File: src/rtl/keypad_calc_core.sv
// rtl/keypad_calc_core.sv - debounced two-operand BCD keypad calculator core
// Collects two DIGITS-digit BCD operands and runs a digit-serial signed add/subtract.
module keypad_calc_core #(
  parameter int DIGITS     = 5,
  parameter int DEB_CYCLES = 4,
  parameter int REL_CYCLES = 16
) (
  input  logic                  clk,
  input  logic                  rst,
  input  logic                  press,
  input  logic [3:0]            scan_code,
  output logic                  key_valid,
  output logic [DIGITS-1:0]     buf_flag_1,
  output logic [4*DIGITS-1:0]   key_buf_code_1,
  output logic [DIGITS-1:0]     buf_flag_2,
  output logic [4*DIGITS-1:0]   key_buf_code_2,
  output logic                  op_sub,
  output logic                  busy,
  output logic [4*DIGITS+3:0]   result,
  output logic [DIGITS:0]       result_flag,
  output logic                  result_neg,
  output logic                  result_valid
);

  localparam int DW  = 4 * DIGITS;
  localparam int RW  = 4 * (DIGITS + 1);
  localparam int DCW = $clog2(DEB_CYCLES + 1);
  localparam int RCW = $clog2(REL_CYCLES + 1);
  localparam int IW  = $clog2(DIGITS + 1);
  localparam logic [DCW-1:0] DEB_MAX  = DCW'(DEB_CYCLES);
  localparam logic [RCW-1:0] REL_MAX  = RCW'(REL_CYCLES);
  localparam logic [IW-1:0]  IDX_LAST = IW'(DIGITS);
  localparam logic [3:0] KEY_ADD = 4'hA, KEY_SUB = 4'hB, KEY_CLR = 4'hC,
                         KEY_EQ  = 4'hE, KEY_BS  = 4'hF;

  typedef enum logic [1:0] {ENTER_1, ENTER_2, CALC, SHOW} state_t;

  state_t          state;
  logic [3:0]      prev_code, key_code;
  logic [DCW-1:0]  deb_cnt, deb_next;
  logic [RCW-1:0]  rel_cnt, rel_next;
  logic            armed, accept;
  logic [DW-1:0]   x_sr, y_sr, acc;
  logic            cy, cy_next, neg_r;
  logic [IW-1:0]   idx;
  logic [4:0]      s;
  logic [3:0]      dig;
  logic [RW-1:0]   mag;

  function automatic logic [DIGITS:0] sig_mask(input logic [RW-1:0] m);
    logic [DIGITS:0] f;
    logic any;
    any = 1'b0;
    f = '0;
    for (int i = DIGITS; i >= 0; i--) begin
      any  = any | (m[4*i +: 4] != 4'h0);
      f[i] = any;
    end
    f[0] = 1'b1;
    return f;
  endfunction

  always_comb begin
    deb_next = '0;
    if (press && scan_code == prev_code)
      deb_next = (deb_cnt == DEB_MAX) ? deb_cnt : deb_cnt + 1'b1;
    rel_next = '0;
    if (!press)
      rel_next = (rel_cnt == REL_MAX) ? rel_cnt : rel_cnt + 1'b1;
    accept = armed && (deb_next == DEB_MAX);
  end

  always_ff @(posedge clk or negedge rst) begin
    if (!rst) begin
      prev_code <= '0;
      key_code  <= '0;
      deb_cnt   <= '0;
      rel_cnt   <= '0;
      armed     <= 1'b1;
      key_valid <= 1'b0;
    end else begin
      prev_code <= scan_code;
      deb_cnt   <= deb_next;
      rel_cnt   <= rel_next;
      key_valid <= accept;
      if (accept) begin
        key_code <= scan_code;
        armed    <= 1'b0;
      end else if (rel_next == REL_MAX) begin
        armed <= 1'b1;
      end
    end
  end

  // One BCD digit per cycle; cy doubles as carry (add) or borrow (subtract).
  always_comb begin
    s       = '0;
    cy_next = 1'b0;
    if (!op_sub) begin
      s = {1'b0, x_sr[3:0]} + {1'b0, y_sr[3:0]} + {4'b0, cy};
      if (s > 5'd9) begin
        s       = s + 5'd6;
        cy_next = 1'b1;
      end
    end else begin
      s = {1'b0, x_sr[3:0]} - {1'b0, y_sr[3:0]} - {4'b0, cy};
      if (s[4]) begin
        s       = s + 5'd10;
        cy_next = 1'b1;
      end
    end
    dig = s[3:0];
    mag = {(op_sub ? 4'h0 : {3'b0, cy_next}), dig, acc[DW-1:4]};
  end

  logic is_digit, is_op, do_clear;
  assign is_digit = (key_code <= 4'd9);
  assign is_op    = (key_code == KEY_ADD) || (key_code == KEY_SUB);
  assign do_clear = key_valid && ((key_code == KEY_CLR) || (state == SHOW && is_digit));

  always_ff @(posedge clk or negedge rst) begin
    if (!rst) begin
      state          <= ENTER_1;
      buf_flag_1     <= '0;
      key_buf_code_1 <= '0;
      buf_flag_2     <= '0;
      key_buf_code_2 <= '0;
      op_sub         <= 1'b0;
      busy           <= 1'b0;
      result         <= '0;
      result_flag    <= '0;
      result_neg     <= 1'b0;
      result_valid   <= 1'b0;
      x_sr           <= '0;
      y_sr           <= '0;
      acc            <= '0;
      cy             <= 1'b0;
      neg_r          <= 1'b0;
      idx            <= '0;
    end else if (do_clear) begin
      // A digit in SHOW starts a fresh calculation with that digit as operand 1.
      state          <= ENTER_1;
      buf_flag_1     <= '0;
      key_buf_code_1 <= '0;
      buf_flag_2     <= '0;
      key_buf_code_2 <= '0;
      op_sub         <= 1'b0;
      busy           <= 1'b0;
      result         <= '0;
      result_flag    <= '0;
      result_neg     <= 1'b0;
      result_valid   <= 1'b0;
      x_sr           <= '0;
      y_sr           <= '0;
      acc            <= '0;
      cy             <= 1'b0;
      neg_r          <= 1'b0;
      idx            <= '0;
      if (key_code != KEY_CLR) begin
        key_buf_code_1 <= {{(DW-4){1'b0}}, key_code};
        buf_flag_1     <= {{(DIGITS-1){1'b0}}, 1'b1};
      end
    end else begin
      case (state)
        ENTER_1: if (key_valid) begin
          if (is_digit) begin
            if (!(&buf_flag_1)) begin
              key_buf_code_1 <= {key_buf_code_1[DW-5:0], key_code};
              buf_flag_1     <= {buf_flag_1[DIGITS-2:0], 1'b1};
            end
          end else if (key_code == KEY_BS) begin
            key_buf_code_1 <= {4'h0, key_buf_code_1[DW-1:4]};
            buf_flag_1     <= {1'b0, buf_flag_1[DIGITS-1:1]};
          end else if (is_op) begin
            op_sub <= (key_code == KEY_SUB);
            state  <= ENTER_2;
          end
        end
        ENTER_2: if (key_valid) begin
          if (is_digit) begin
            if (!(&buf_flag_2)) begin
              key_buf_code_2 <= {key_buf_code_2[DW-5:0], key_code};
              buf_flag_2     <= {buf_flag_2[DIGITS-2:0], 1'b1};
            end
          end else if (key_code == KEY_BS) begin
            key_buf_code_2 <= {4'h0, key_buf_code_2[DW-1:4]};
            buf_flag_2     <= {1'b0, buf_flag_2[DIGITS-1:1]};
          end else if (is_op) begin
            if (buf_flag_2 == '0) op_sub <= (key_code == KEY_SUB);
          end else if (key_code == KEY_EQ) begin
            state <= CALC;
            busy  <= 1'b1;
            idx   <= '0;
          end
        end
        CALC: begin
          if (idx == '0) begin
            // Subtract always runs larger minus smaller; the sign is kept aside.
            if (op_sub && (key_buf_code_1 < key_buf_code_2)) begin
              x_sr  <= key_buf_code_2;
              y_sr  <= key_buf_code_1;
              neg_r <= 1'b1;
            end else begin
              x_sr  <= key_buf_code_1;
              y_sr  <= key_buf_code_2;
              neg_r <= 1'b0;
            end
            cy  <= 1'b0;
            acc <= '0;
            idx <= idx + 1'b1;
          end else begin
            x_sr <= {4'h0, x_sr[DW-1:4]};
            y_sr <= {4'h0, y_sr[DW-1:4]};
            cy   <= cy_next;
            acc  <= {dig, acc[DW-1:4]};
            if (idx == IDX_LAST) begin
              result       <= mag;
              result_flag  <= sig_mask(mag);
              result_neg   <= neg_r && (mag != '0);
              busy         <= 1'b0;
              result_valid <= 1'b1;
              state        <= SHOW;
            end else begin
              idx <= idx + 1'b1;
            end
          end
        end
        default: ;
      endcase
    end
  end

endmodule

File: config.mk
export PLATFORM = sky130hd
export DESIGN_NAME = keypad_calc_core
export DESIGN_NICKNAME = d
export VERILOG_FILES = /design/src/rtl/keypad_calc_core.sv
export SDC_FILE = /design/constraint.sdc
export NUM_CORES = 1
export LEC_CHECK = 0
export CORE_UTILIZATION = 57
export DETAILED_ROUTE_END_ITERATION = 10
export PLACE_DENSITY = 0.8
export RECOVER_POWER = 25
export SLEW_MARGIN = 0
export SYNTH_ARGS = -nofsm -noshare
export SYNTH_HDL_FRONTEND = slang
export SYNTH_SLANG_ARGS = --single-unit
File: constraint.sdc
create_clock -name clk -period 4.5 [get_ports clk]
set_input_delay 0.675 -clock clk [delete_from_list [all_inputs] [get_ports clk]]
set_output_delay 0.675 -clock clk [all_outputs]
set_load 0.01 [all_outputs]
==> summary.md <==
| Metric | Value |
|---|---|
| Unrepaired setup endpoints after global routing | `no` |
| Routed Antenna Nets | `0` |
| Cts-stage hold buffer count | `0` |
| Mapped Cells | `880` |
| Postcts setup bufs | `0` |
| Tightest Hold Check Type | `reg -> reg` |
| DIE AREA | `16000 sq um` |
| Yosys reg bits | `160` |
| Clk buf depth | `2` |
| CTS tree | `yes` |
| Final period utilization | `76.1%` |
| H-tree depth | `4` |
| Cell variety after synth | `71` |
| Max Transition Viols Final | `112` |
| Die Width | `126 um` |
| Vias per cell | `6.21` |
| Final Wtd Congestion | `0.837` |
| Placed Area | `9800 sq um` |
| Mean Syn Cell Area | `10.0 sq um` |
| Max-slew headroom | `-83.8%` |
| Number of global-route vias before repair | `6959` |
| Global-route wire length before repair | `36300 um` |
| I/O pin cnt | `92` |
| Post-DP HPWL | `14200 um` |
| Initial Utilization | `58.2%` |
| Pre-CTS setup slack | `1110 ps` |
| Clock Latency Late Sink | `440 ps` |
| Leakage | `4.72 nW` |
| DRC viols | `0` |
| Design Power | `3.00 mW` |
| Max Clk Rate | `0.292 GHz` |
| Crit-path max FO | `4` |
| DIE HEIGHT | `126 um` |
| Ant. Diodes | `0` |
| CP Launch Type | `flip-flop` |
| Wire per inst | `19.1 um` |
| Cts bufs inserted | `17` |
| Final wirelength | `22000 um` |
| Maximum VDD drop | `0.000251 V` |
| Final setup TNS | `0 ps` |
| Pwr dens | `288 nW/um^2` |
| Crit path DAT | `3750 ps` |
| Cell Area, Synth | `8810 sq um` |
| Worst setup slack after layout | `1080 ps` |
| Grt total ovfl | `0` |
| Largest net degree at the start of global routing | `112` |
| TritonRoute pass-1 iters | `5` |
| Final core utilization | `68.7%` |
| Finished layout cell area | `10400 sq um` |
| Row cnt | `45` |
| Core area | `15100 sq um` |
| Min Tclk post-route | `3420 ps` |
| Final Hold Viols | `0` |
| Layout cells sized above 1 | `9.57%` |
| Layout area overhead | `18.2%` |
| Status | `complete, but fails checks` |
| Failing checks | `max-capacitance violations, max-slew violations` |
| Top-count cell post-synth | `dfrtp_1` |
| Initial antenna violation count | `0` |
| Final #Nets | `999` |
| EDFF count, synth | `0` |
| Cell-internal power | `2.33 mW` |
| IO Port Bufs | `88` |
| Clock share of power | `50.0%` |
| Comb power frac | `1.7%` |
| All-layer global routing usage | `29.0%` |
| Sw Share | `22.2%` |
| Clk slew on worst S/H paths | `60 ps` |
| DR iter-0 viols | `600` |
| Via count | `7131` |
| Least-Margin Pin Slew | `2760 ps` |
| Biggest area consumer among synthesized cells | `dfrtp_1` |
| Final setup vio count | `0` |
| Max_cap viols | `1` |
| CTS resizes | `0` |
| Top_reg_cell synth | `dfrtp_1` |
| Post-synthesis sequential area ratio | `45.5%` |
| Setup Skew | `8.69 ps` |
| CP Capture Type | `flip-flop` |
| Sequential Power Share | `48.3%` |
| CP Class | `reg -> reg` |
| FFs w/ async S/R, synth | `100%` |
| Root Buffer | `clkbuf_16` |
| CTS Sinks | `160` |
| Post-synth top area share | `45.2%` |
| Synth Warn # | `0` |
| Top cells by area, synth | `dfrtp_1 (45%), ha_1 (5.7%), mux2i_1 (5.7%), o21ai_0 (5.3%), nand2_1 (4.3%)` |
| NetSw | `0.665 mW` |
| Post-synth top cells | `dfrtp_1 (159), nand2_1 (100), o21ai_0 (93)` |
| Req. time, crit path | `4830 ps` |
## worst max-delay path: stages, from the launching register on
cell and delay (ps):
dfrtp_1 430, fa_1 490, fa_1 440, xor2_1 190, ha_1 330, nor3b_1 140, a311oi_1 200, o221ai_1 160
a22o_1 280, nor3_1 210, nand4b_1 170, a31o_2 270
## power groups by stage
stage | Clock (mW) | Combinational (mW) | Sequential (mW)
3_3_place_gp | 0 | 0.0517 | 1.47
6_report | 1.50 | 0.0499 | 1.45
5_1_grt | 1.58 | 0.0589 | 1.45
4_1_cts | 1.51 | 0.0535 | 1.45
3_5_place_dp | 0 | 0.0531 | 1.47
2_1_floorplan | 0 | 0.0146 | 1.47
## flip-flops by register name, indices dropped and copies added (netlist names)
signal          count
result             21
key_buf_code_1     20
key_buf_code_2     20
x_sr               20
y_sr               20
acc                16
buf_flag_1          5
buf_flag_2          5
rel_cnt             5
result_flag         5
key_code            4
prev_code           4
deb_cnt             3
idx                 3
state               2
armed               1
busy                1
cy                  1
key_valid           1
neg_r               1
op_sub              1
result_neg          1
## cell type report
class	instances	area, sq um
fill	1165	4730
clock inverter	12	148
sequential	160	4010
timing repair buffer	102	981
inverter	51	191
tap	188	235
multi-input combinational	616	4380
clock buffer	20	467
## path summary, 6_finish.rpt
kind / startpoint / end / slack [ps] / cells past startpoint
setup / recovery: x_sr[0] / result_neg / 1080 / 11
hold / removal: result[17] / result[17] / 480 / 1
setup reg to reg: x_sr[0] / result_neg / 1080 / 11
hold reg to reg: result[17] / result[17] / 480 / 1
max in group asynchronous: rst / key_buf_code_2[10] / 1790 / 1
min in group asynchronous: rst / result[7] / 1110 / 1
## cells by family after synthesis
| group | share of synthesized area [%] |
|---|---|
| AOI/OAI and AO/OA | 19.0 |
| and+or+nand+nor | 11.3 |
| DFF | 45.5 |
| buffers and inverters | 5.25 |
| muxes | 10.9 |
| adders and majority gates | 6.59 |
| xor gates and xnor gates | 1.39 |
| other | 0.0426 |
## cells in the final DEF, fill, tap and decap left out, drive strengths merged, types with 3 or more instances in the layout
cell type      count
dfrtp            159
o21ai            102
nand2            101
clkdlybuf4s50     82
inv               56
mux2i             50
a21oi             47
ha                40
mux2              40
a22o              35
a22oi             33
nor2              26
clkbuf            21
nand3             14
buf               14
nor2b              9
nand2b             9
xor2               8
nor3               8
xnor2              6
a211oi             6
nand4              6
a31oi              6
dlygate4sd3        5
and2               5
a21o               4
or4                4
fa                 4
nor3b              3
and3b              3
or3                3
a211o              3
o221ai             3
conb               3
clkinv             3
## stage by stage
step                cells  hold WS, ps
floorplan             882          379
global placement     1117          469
detailed placement   1117          471
CTS                  1149          426
global route         1149          509
finish               1149          482
## layer usage
layer / vias up / wire length (um) / track usage (%)
li1: 3289 / - / -
met1: 3540 / 9780 / 41.8
met2: 261 / 10300 / 44.8
met3: 41 / 1430 / 4.39
met4: 0 / 472 / 10.8
met5: - / 0 / 0
Note: power is estimated with default switching activity, not from simulation.
